===== src/rtl/dma_copy_engine.sv =====
// Word-granular memory-to-memory copy engine driving the data-memory port.
// Optional fill mode (constant-pattern store loop) is enabled by defining DMA_FILL_EN.
module dma_copy_engine #(
    parameter int LEN_W = 12
) (
    input  logic             clk,
    input  logic             reset,
    input  logic             start,
    input  logic             abort,
    input  logic [31:0]      src_addr,
    input  logic [31:0]      dst_addr,
    input  logic [LEN_W-1:0] len_words,
`ifdef DMA_FILL_EN
    input  logic             fill_mode,
    input  logic [31:0]      fill_value,
`endif
    output logic             busy,
    output logic             done,
    output logic [LEN_W-1:0] remaining,
    input  logic             mem_stall,
    output logic [31:0]      addr,
    output logic [31:0]      write_data,
    output logic             memread,
    output logic             memwrite,
    output logic [3:0]       sign_mask,
    input  logic [31:0]      read_data
);

    localparam logic [2:0] S_IDLE = 3'd0;
    localparam logic [2:0] S_RD   = 3'd1;
    localparam logic [2:0] S_WAIT = 3'd2;
    localparam logic [2:0] S_WR   = 3'd3;
    localparam logic [2:0] S_FIN  = 3'd4;

    localparam logic [3:0]  WORD_MASK  = 4'b0111;
    localparam logic [31:0] ALIGN_MASK = 32'hFFFF_FFFC;

    logic [2:0]       state, state_n;
    logic [31:0]      src_ptr, src_ptr_n;
    logic [31:0]      dst_ptr, dst_ptr_n;
    logic [LEN_W-1:0] remaining_n;
    logic             busy_n, done_n;
    logic [31:0]      addr_n, write_data_n;
    logic             memread_n, memwrite_n;
    logic [3:0]       sign_mask_n;

    logic             start_fill;
    logic [31:0]      start_fill_value;
    logic             fill_active;
    logic [31:0]      fill_data;
    logic             active;

`ifdef DMA_FILL_EN
    logic        fill_reg;
    logic [31:0] fill_value_reg;

    always_ff @(posedge clk or posedge reset) begin
        if (reset) begin
            fill_reg       <= 1'b0;
            fill_value_reg <= 32'h0;
        end else if (state == S_IDLE && start) begin
            fill_reg       <= fill_mode;
            fill_value_reg <= fill_value;
        end
    end

    assign start_fill       = fill_mode;
    assign start_fill_value = fill_value;
    assign fill_active      = fill_reg;
    assign fill_data        = fill_value_reg;
`else
    assign start_fill       = 1'b0;
    assign start_fill_value = 32'h0;
    assign fill_active      = 1'b0;
    assign fill_data        = 32'h0;
`endif

    assign active = (state == S_RD) || (state == S_WAIT) || (state == S_WR);

    // Next-state and next-output logic; every port output is a register loaded from here.
    always_comb begin
        state_n      = state;
        src_ptr_n    = src_ptr;
        dst_ptr_n    = dst_ptr;
        remaining_n  = remaining;
        busy_n       = busy;
        done_n       = 1'b0;
        addr_n       = addr;
        write_data_n = write_data;
        memread_n    = 1'b0;
        memwrite_n   = 1'b0;
        sign_mask_n  = 4'b0000;

        if (active && abort) begin
            // The store issued this cycle still counts as a copied word.
            state_n = S_IDLE;
            busy_n  = 1'b0;
            if (state == S_WR) begin
                src_ptr_n   = src_ptr + 32'd4;
                dst_ptr_n   = dst_ptr + 32'd4;
                remaining_n = remaining - LEN_W'(1);
            end
        end else if (active && mem_stall) begin
            memread_n   = memread;
            memwrite_n  = memwrite;
            sign_mask_n = sign_mask;
        end else begin
            case (state)
                S_IDLE: begin
                    if (start) begin
                        busy_n = 1'b1;
                        if (len_words != '0) begin
                            src_ptr_n   = src_addr & ALIGN_MASK;
                            dst_ptr_n   = dst_addr & ALIGN_MASK;
                            remaining_n = len_words;
                            sign_mask_n = WORD_MASK;
                            if (start_fill) begin
                                state_n      = S_WR;
                                memwrite_n   = 1'b1;
                                addr_n       = dst_addr & ALIGN_MASK;
                                write_data_n = start_fill_value;
                            end else begin
                                state_n   = S_RD;
                                memread_n = 1'b1;
                                addr_n    = src_addr & ALIGN_MASK;
                            end
                        end else begin
                            state_n = S_FIN;
                        end
                    end
                end
                S_RD: begin
                    state_n = S_WAIT;
                end
                S_WAIT: begin
                    state_n      = S_WR;
                    write_data_n = read_data;
                    memwrite_n   = 1'b1;
                    addr_n       = dst_ptr;
                    sign_mask_n  = WORD_MASK;
                end
                S_WR: begin
                    src_ptr_n   = src_ptr + 32'd4;
                    dst_ptr_n   = dst_ptr + 32'd4;
                    remaining_n = remaining - LEN_W'(1);
                    if (remaining == LEN_W'(1)) begin
                        state_n = S_FIN;
                    end else if (fill_active) begin
                        state_n      = S_WR;
                        memwrite_n   = 1'b1;
                        addr_n       = dst_ptr + 32'd4;
                        write_data_n = fill_data;
                        sign_mask_n  = WORD_MASK;
                    end else begin
                        state_n     = S_RD;
                        memread_n   = 1'b1;
                        addr_n      = src_ptr + 32'd4;
                        sign_mask_n = WORD_MASK;
                    end
                end
                S_FIN: begin
                    state_n = S_IDLE;
                    done_n  = 1'b1;
                    busy_n  = 1'b0;
                end
                default: begin
                    state_n = S_IDLE;
                    busy_n  = 1'b0;
                end
            endcase
        end
    end

    always_ff @(posedge clk or posedge reset) begin
        if (reset) begin
            state      <= S_IDLE;
            src_ptr    <= 32'h0;
            dst_ptr    <= 32'h0;
            remaining  <= '0;
            busy       <= 1'b0;
            done       <= 1'b0;
            addr       <= 32'h0;
            write_data <= 32'h0;
            memread    <= 1'b0;
            memwrite   <= 1'b0;
            sign_mask  <= 4'b0000;
        end else begin
            state      <= state_n;
            src_ptr    <= src_ptr_n;
            dst_ptr    <= dst_ptr_n;
            remaining  <= remaining_n;
            busy       <= busy_n;
            done       <= done_n;
            addr       <= addr_n;
            write_data <= write_data_n;
            memread    <= memread_n;
            memwrite   <= memwrite_n;
            sign_mask  <= sign_mask_n;
        end
    end

endmodule


===== config.mk =====
export PLATFORM = sky130hd
export DESIGN_NAME = dma_copy_engine
export DESIGN_NICKNAME = d
export VERILOG_FILES = /design/src/rtl/dma_copy_engine.sv
export SDC_FILE = /design/constraint.sdc
export NUM_CORES = 1
export LEC_CHECK = 0
export ABC_AREA = 1
export CORE_MARGIN = 3
export CORE_UTILIZATION = 45
export DETAILED_ROUTE_END_ITERATION = 12
export GPL_TIMING_DRIVEN = 1
export PLACE_DENSITY = 0.72
export SETUP_SLACK_MARGIN = 0.05
export SLEW_MARGIN = 20
export SYNTH_ARGS = -nofsm -noshare
export SYNTH_HDL_FRONTEND = slang
export SYNTH_SLANG_ARGS = --single-unit

===== constraint.sdc =====
create_clock -name clk -period 6.2 [get_ports clk]
set_clock_uncertainty 0.1 [all_clocks]
set_input_delay 0.93 -clock clk [delete_from_list [all_inputs] [get_ports clk]]
set_output_delay 0.93 -clock clk [all_outputs]
set_load 0.01 [all_outputs]

==> results of run 1 <==
registers in the layout, indices dropped and copies added (netlist names), 3 cells and up:
name	cells
addr	31
dst_ptr	30
remaining	12
src_ptr	30
state	3
write_data	32
cells in the mapped netlist:
library cell / n / area (um2)
a21boi_1: 13 / 97.6
a21oi_1: 10 / 50.1
a22oi_1: 7 / 52.6
and3_1: 1 / 6.26
buf_1: 1 / 3.75
buf_2: 25 / 125
buf_4: 8 / 60.1
buf_6: 9 / 101
clkbuf_1: 11 / 41.3
clkbuf_2: 1 / 5.00
clkinv_1: 2 / 7.51
conb_1: 1 / 3.75
dfrtp_1: 143 / 3580
ha_1: 4 / 50.1
inv_1: 117 / 439
inv_2: 6 / 22.5
nand2_1: 568 / 2130
nand2_2: 2 / 12.5
nand3_1: 141 / 706
nand3_2: 2 / 20.0
nand3b_1: 2 / 15.0
nand4_1: 2 / 12.5
nor2_1: 154 / 578
nor2_2: 1 / 6.26
nor2_4: 2 / 22.5
nor2_8: 1 / 20.0
o21ai_0: 78 / 390
o21ai_1: 19 / 95.1
o21ai_2: 6 / 52.6
o21bai_1: 2 / 15.0
o22ai_1: 14 / 87.6
or2_2: 7 / 43.8
xnor2_1: 6 / 52.6
xor2_1: 9 / 78.8
worst min path at each step:
| stage | start | end | slack [ns] |
|---|---|---|---|
| after floorplan | dst_ptr[31] | dst_ptr[31] | 0.37 |
| after global placement | write_data[22] | write_data[22] | 0.35 |
| after detailed placement | write_data[11] | write_data[11] | 0.36 |
| after CTS | write_data[11] | write_data[11] | 0.37 |
| after global routing | write_data[19] | write_data[19] | 0.39 |
| final | write_data[16] | write_data[16] | 0.37 |
cell usage in the layout (no fill, tap or decap), types with 3 or more instances in the layout:
cell / n
o21ai_1: 19
xor2_1: 9
nand2_2: 3
inv_6: 6
nor2_1: 154
clkdlybuf4s50_1: 191
buf_4: 4
inv_2: 6
xnor2_1: 6
clkbuf_16: 17
nand2_1: 567
a21boi_1: 13
ha_1: 4
a21oi_1: 10
or2_2: 7
o21ai_0: 78
nand3_1: 141
dfrtp_1: 143
o21ai_2: 6
a22oi_1: 7
clkinv_4: 5
inv_1: 116
o22ai_1: 14
critical path: cells and delay by family (launching register included):
family,cells,cell delay [ns]
buffers and inverters,3,0.91
DFF,1,0.46
and+or+nand+nor,7,1.88
per-stage QoR:
stage	cells	cell area, um2
5_1_grt	1812	11500
6_report	1812	11500
3_5_place_dp	1780	10900
4_1_cts	1812	11500
3_3_place_gp	1780	10900
2_1_floorplan	1375	8980
layout make-up:
type	instances	area, um2	area share [%]
Multi-Input combinational cell	1052	4600	40.1
Sequential cell	143	3580	31.2
Clock inverter	15	130	1.13
Inverter	125	474	4.13
Timing Repair Buffer	195	1940	16.9
Clock buffer	17	425	3.70
Tap cell	265	332	2.89
metal layers:
metal,vias up,GRT usage (%),wire length (um)
li1,4630,-,-
met1,4321,34.1,11900
met2,365,40.7,12600
met3,37,4.50,2140
met4,0,7.60,607
met5,-,0,0
cells by family after synthesis:
group,count (synthesis)
AOI/OAI and AO/OA,149
xor gates and xnor gates,15
adders and majority gates,4
buffers and inverters,180
DFF,143
other,1
and+or+nand+nor,883
where the power goes:
group | internal [mW] | switching, mW
sequential | 1.40 | 0.435
combinational | 1.21 | 1.87
clock | 0.525 | 0.453
==> flow_summary.yaml, run 1 <==
status:
  run_status: "finished clean"
placed_design:
  dp_hpwl_mm: 19.5
  gp_congestion: 0.930
  place_ws_ns: 2.04
  io_buffers: 191
critical_path:
  r2r-end: "dst_ptr[24]"
  startpoint_type: "register"
  endpoint: "dst_ptr[24]"
  critPathMaxStageDelay_ns: 0.65
  r2r_setup_slack_ns: 2.75
  cp-end-kind: "register"
  slowest_stage: "nor2_4"
  reg2regPathDepth: 10
  rr_startpoint: "state[2]"
  cp_common_cell: "nand2_1"
  crit_start: "state[2]"
  criticalPathCategory: "register to register"
  critPathMaxFanout: 57
  critical_path_arrival_ns: 3.72
  cp.required_ns: 6.47
  crit_chain: "nor2_4, inv_2, nand2_1, inv_1, nand2_1, nand3_2, buf_4, nor2_1, nand2_1, nand2_1"
global_route:
  grt_pass1_vias: 8544
  overflow: 0
  grt_max_degree: 107
  antenna_found_initial: 0
  grt_pass1_wl_mm: 43.9
  grtUsageTotal_pct: 25.0
floorplan:
  initial_core_util_pct: 46.0
  dieArea_mm2: 0.0217
  die-height_um: 147
  core_mm2: 0.0195
  row_count: 51
  io_pins: 197
  dieWidth_um: 147
synth:
  synth-xor-area-share_pct: 1.46
  synth_compound_area_share_pct: 9.36
  ys_types: 34
  postSynthAreaPerCell_um2: 6.53
  synth-simple-area-share_pct: 39.8
  synth_warnings: 0
  synthAdderAreaFrac_pct: 0.557
  ys_seq_elements: 143
  synth_top_family_by_area: "simple AND/OR/NAND/NOR gates"
  syn-cell-area_mm2: 0.00898
  synth_mux_area_share_pct: 0
  synthCells: 1375
  ys_seq_area_share_pct: 39.8
  synth_fp_nets: 1492
timing:
  hold_ws_ns: 0.371
  rsz0062_at_grt: "no"
  fin_crit_ns: 3.45
  setup_viol: 0
  fin_tns_setup_ns: 0
  max_slew_margin_pct: 32.7
  report.final.slew_viol_count: 0
  post-route-period-util_pct: 55.7
  worst_pin_slew_ns: 1.01
  setup_ws_ns: 2.75
  max_freq_mhz: 290
  finalHoldViolCount: 0
clock_tree:
  cts_max_level: 4
  ctsResizeCount: 0
  cts_sinks: 143
  ctsHoldBuffers: 0
  numCtsBuffers: 17
  cts_tree: "done"
  insertion_delay_ns: 0.43
  path_clk_slew_ns: 0.07
  clockBufferDepth: 2
  postCtsSetupBuffers: 0
  cts-root-buf: "clkbuf_16"
hold_path:
  hp-class: "register to register"
  min_path_cells: 2
final_layout:
  fin_nets: 1651
  syn2layout_area_growth_pct: 27.8
  drive_gt1_share_pct: 4.20
  fill_cells: 1905
  diodes: 0
  final_util_pct: 58.8
power:
  power_leakage_nw: 5.55
  power_density_mw_per_mm2: 513
  irDropWorstVdd_mv: 0.389
  totalPowerFinal_mw: 5.89
routing:
  vias: 9353
  wl_per_cell_um: 15.0
  post_drt_via_cell_ratio: 5.16
  dr.pass1.iters: 8
  ant_nets: 0
  wirelength_mm: 27.2
  drc: 0
  drtIter0Drc: 590
run:
  drv_cap: 0
No activity file was read; power rests on OpenSTA's default activity.
==> run 2: changes to the inputs <==
==> constraint.sdc (replaced) <==
create_clock -name clk -period 3.54 [get_ports clk]
set_clock_uncertainty 0.1 [all_clocks]
set_input_delay 0.531 -clock clk [delete_from_list [all_inputs] [get_ports clk]]
set_output_delay 0.531 -clock clk [all_outputs]
set_load 0.01 [all_outputs]
==> run 2 against run 1 <==
Wire length down 0.51%. Power up 80%. First-iteration DRC count up 6.6%. Via count down 0.42%. Critical path depth down 1. Die area unchanged. Largest power group unchanged.
==> flow_summary.yaml, run 2 (synthesis results as in run 1) <==
clock_tree:
  insertion_delay_ns: 0.43
  clockBufferDepth: 2
  path_clk_slew_ns: 0.06
  ctsResizeCount: 0
  cts_tree: "done"
  cts-root-buf: "clkbuf_16"
  cts_max_level: 4
  numCtsBuffers: 17
  cts_sinks: 143
  ctsHoldBuffers: 0
  postCtsSetupBuffers: 0
final_layout:
  diodes: 0
  layout_commonest_cell: "nand2_1"
  top_register: "write_data"
  fin_nets: 1659
  final_util_pct: 59.6
  syn2layout_area_growth_pct: 29.4
  reg_top3: "write_data x32, addr x31"
  mostFrequentLayoutCells: "nand2_1 (568), clkdlybuf4s50_1 (191), nor2_1 (154)"
  drive_gt1_share_pct: 4.63
  largest_register_ffs: 32
floorplan:
  io_pins: 197
  core_mm2: 0.0195
  dieArea_mm2: 0.0217
  dieWidth_um: 147
  die-height_um: 147
  initial_core_util_pct: 46.0
  row_count: 51
global_route:
  grt_busiest_layer: "met2"
  antenna_found_initial: 0
  grtUsageTotal_pct: 25.2
  grt_max_degree: 144
  grt_pass1_vias: 8710
  grt_pass1_wl_mm: 44.4
  grtUsageMet2_pct: 39.1
  use_met3_pct: 4.41
  overflow: 0
  use_met1_pct: 34.5
routing:
  ant_nets: 0
  wirelength_mm: 27.1
  drc: 0
  post_drt_via_cell_ratio: 5.12
  dr.pass1.iters: 5
  vias: 9314
  drtIter0Drc: 629
  wl_per_cell_um: 14.9
critical_path:
  critPathMaxFanout: 31
  critical_path_arrival_ns: 3.07
  criticalPathCategory: "register to register"
  cp.required_ns: 3.81
  r2r_setup_slack_ns: 0.74
  startpoint_type: "register"
  cp-end-kind: "register"
timing:
  fin_tns_setup_ns: 0
  rsz0062_at_grt: "no"
  setup_viol: 0
  post-route-period-util_pct: 79.1
  report.final.slew_viol_count: 0
  setup_ws_ns: 0.741
  fin_crit_ns: 2.80
  max_freq_mhz: 357
  worst_pin_slew_ns: 0.777
  max_slew_margin_pct: 48.2
  finalHoldViolCount: 0
placed_design:
  place_ws_ns: 0.731
  dp_hpwl_mm: 19.7
  gp_congestion: 0.916
  io_buffers: 191
hold_path:
  hp-class: "register to register"
power:
  power_density_mw_per_mm2: 911
  power_leakage_nw: 5.62
  irDropWorstVdd_mv: 0.564
status:
  run_status: "finished clean"
run:
  drv_cap: 0
[run 2: cell count changes in the layout (fill, tap and decap cells not counted), sizes merged]
| cell | previous run | this run |
|---|---|---|
| clkinv | 8 | 5 |
| bufinv | 0 | 2 |
| buf | 4 | 12 |
| clkinvlp | 2 | 1 |
| inv | 130 | 131 |
| clkbuf | 17 | 18 |
[run 2: final cells by class]
cell class	count	area, um2
fill	1870	7900
multi-input combinational	1052	4600
sequential	143	3580
timing repair buffer	203	2040
inverter	125	473
clock buffer	18	439
tap	265	332
clock inverter	14	168
[run 2: final timing paths]
kind / from / to / cells after the start
min: write_data[17] / write_data[17] / 2
min reg2reg: write_data[17] / write_data[17] / 2
min in group asynchronous: reset / remaining[3] / 3
max: state[2] / addr[12] / 9
max reg2reg: state[2] / addr[12] / 9
max in group asynchronous: reset / dst_ptr[18] / 3
[run 2: stage by stage]
step / hold WS (ns) / power, mW / std cells / area, um2
after detailed placement: 0.358 / 8.71 / 1788 / 11000
after CTS: 0.374 / 10.6 / 1820 / 11600
after floorplan: 0.371 / 6.81 / 1375 / 8990
after global routing: 0.386 / 11.6 / 1820 / 11600
after global placement: 0.353 / 8.59 / 1788 / 11000
final: 0.371 / 10.6 / 1820 / 11600
[run 2: report_power, final]
part | internal [mW] | switching [mW] | total [mW] | leakage, nW
registers | 2.45 | 0.756 | 3.21 | 1.76
logic | 2.19 | 3.31 | 5.50 | 3.56
clock network | 1.08 | 0.807 | 1.89 | 0.300
[run 2: worst max-delay path, cell delays in order, from the launching register on]
cell and delay, ns:
dfrtp_1 0.46, nor2_4 0.43, inv_2 0.28, nand2_1 0.12
nand2_1 0.05, nor2_1 0.12, nand3_2 0.49, inv_2 0.43
o21ai_0 0.15, nand2_1 0.08
[run 2: routing by layer]
| metal | routed length [um] | up-vias |
|---|---|---|
| met5 | 0 | - |
| met1 | 12000 | 4233 |
| met3 | 2050 | 63 |
| met4 | 1140 | 0 |
| li1 | - | 4646 |
| met2 | 11900 | 372 |
==> run 3: changes to the inputs <==
==> constraint.sdc (replaced) <==
create_clock -name clk -period 2.78 [get_ports clk]
set_clock_uncertainty 0.1 [all_clocks]
set_input_delay 0.417 -clock clk [delete_from_list [all_inputs] [get_ports clk]]
set_output_delay 0.417 -clock clk [all_outputs]
set_load 0.01 [all_outputs]
==> run 3 against run 2 <==
Register-to-register slack got worse by 0.06 ns. Power increased by 28%. Utilization grew 0.38 points. Die area stayed put. Sequential share of layout area fell by 0.20 points. Clock power increased by 21%. Worst hold slack worse by 0.016 ns. Final cell count up 0.33%. Clock-buffer cell count unchanged. Highest routed layer unchanged.
==> flow_summary.yaml, run 3 (synthesis results as in run 1) <==
global_route:
  grt_max_degree: 77
  grtUsageTotal_pct: 24.9
  antenna_found_initial: 0
  overflow: 0
  grt_pass1_vias: 8682
  grt_pass1_wl_mm: 44.0
timing:
  setup_ws_ns: 0.685
  hold_ws_ns: 0.355
  report.final.slew_viol_count: 0
  max_freq_mhz: 477
  max_slew_margin_pct: 67.0
  setup_viol: 0
  rsz0062_at_grt: "no"
  fin_crit_ns: 2.09
  post-route-period-util_pct: 75.4
  fin_tns_setup_ns: 0
  worst_pin_slew_ns: 0.492
  finalHoldViolCount: 0
clock_tree:
  cts_tree: "done"
  cts_max_level: 4
  path_clk_slew_ns: 0.07
  postCtsSetupBuffers: 0
  cts_sinks: 143
  insertion_delay_ns: 0.43
  cts-root-buf: "clkbuf_16"
  ctsHoldBuffers: 0
  numCtsBuffers: 17
  ctsResizeCount: 0
  clockBufferDepth: 2
routing:
  post_drt_via_cell_ratio: 5.09
  drc: 0
  drtIter0Drc: 606
  vias: 9291
  ant_nets: 0
  wl_per_cell_um: 14.8
  dr.pass1.iters: 6
  wirelength_mm: 27.0
power:
  power_leakage_nw: 5.65
  irDropWorstVdd_mv: 0.605
  totalPowerFinal_mw: 13.5
  power_density_mw_per_mm2: 1160
critical_path:
  critPathMaxStageDelay_ns: 0.41
  crit_chain: "inv_1, nor2_4, nand2_1, clkinv_1, buf_4, a22oi_1, o21ai_0, nand2_1, nand2_1"
  critPathMaxFanout: 16
  criticalPathCategory: "register to register"
  cp.required_ns: 3.00
  cp-end-kind: "register"
  slowest_stage: "clkinv_1"
  startpoint_type: "register"
  cp_common_cell: "nand2_1"
  critical_path_arrival_ns: 2.32
placed_design:
  dp_hpwl_mm: 20.1
  place_ws_ns: 0.433
  gp_congestion: 0.916
  io_buffers: 191
  placed_cells: 1794
final_layout:
  fin_cells: 1826
  layout_commonest_cell: "nand2_1"
  fin_nets: 1665
  largest_register_ffs: 32
  syn2layout_area_growth_pct: 30.3
  top_register: "write_data"
  diodes: 0
  fill_cells: 1869
  reg_top3: "write_data x32, addr x31"
  mostFrequentLayoutCells: "nand2_1 (568), clkdlybuf4s50_1 (191), nor2_1 (154)"
  drive_gt1_share_pct: 4.93
floorplan:
  die-height_um: 147
  row_count: 51
  dieWidth_um: 147
  dieArea_mm2: 0.0217
  core_mm2: 0.0195
  initial_core_util_pct: 46.0
  io_pins: 197
run:
  drv_cap: 0
hold_path:
  hp-class: "primary input to asynchronous set/reset pin"
status:
  run_status: "finished clean"
==> run 3: changes by cell type in the layout (fill, tap and decap cells not counted), sizes merged <==
cell | before | now
buf | 12 | 18
bufinv | 2 | 1
clkinv | 5 | 3
clkinvlp | 1 | 4
==> run 3: report_power, final <==
group	internal (mW)	switching (mW)
Combinational	2.95	4.21
Clock	1.26	1.01
Sequential	3.12	0.989
==> run 3: layout make-up <==
type,count,area (um2),area share (%)
multi-input combinational,1052,4600,39.3
sequential,143,3580,30.6
timing repair buffer,209,2150,18.3
inverter,125,473,4.04
clock buffer,18,429,3.67
tap,265,332,2.83
clock inverter,14,145,1.24
==> run 3: stage by stage <==
step,util (%),instance area (um2)
floorplan,-,8990
global placement,57.0,11100
detailed placement,57.0,11100
CTS,59.9,11700
global route,59.9,11700
finish,59.9,11700
==> run 3: final timing paths <==
| check | slack, ns | cells after the start | to | start |
|---|---|---|---|---|
| hold reg to reg | 0.37 | 2 | write_data[29] | write_data[29] |
| setup reg to reg | 0.69 | 9 | addr[8] | state[1] |
| hold / removal | 0.35 | 3 | remaining[4] | reset |
| min in group clk | 0.37 | 2 | write_data[29] | write_data[29] |
| max in group asynchronous | 1.80 | 3 | addr[22] | reset |
| setup / recovery | 0.69 | 9 | addr[8] | state[1] |
==> run 3: worst max-delay path: cells and delay by family (launching register included) <==
| kind | cells | cell delay (ns) |
|---|---|---|
| and+or+nand+nor | 4 | 0.33 |
| DFF | 1 | 0.40 |
| buffers and inverters | 3 | 0.89 |
| AOI/OAI and AO/OA | 2 | 0.26 |
==> run 3: routing by layer <==
metal,vias to the layer above,track usage (%),part of all wire (%)
met3,43,3.86,6.5
met1,4250,34.2,45
li1,4669,-,-
met2,329,39.9,46
met4,0,9.69,3.0
met5,-,0,0
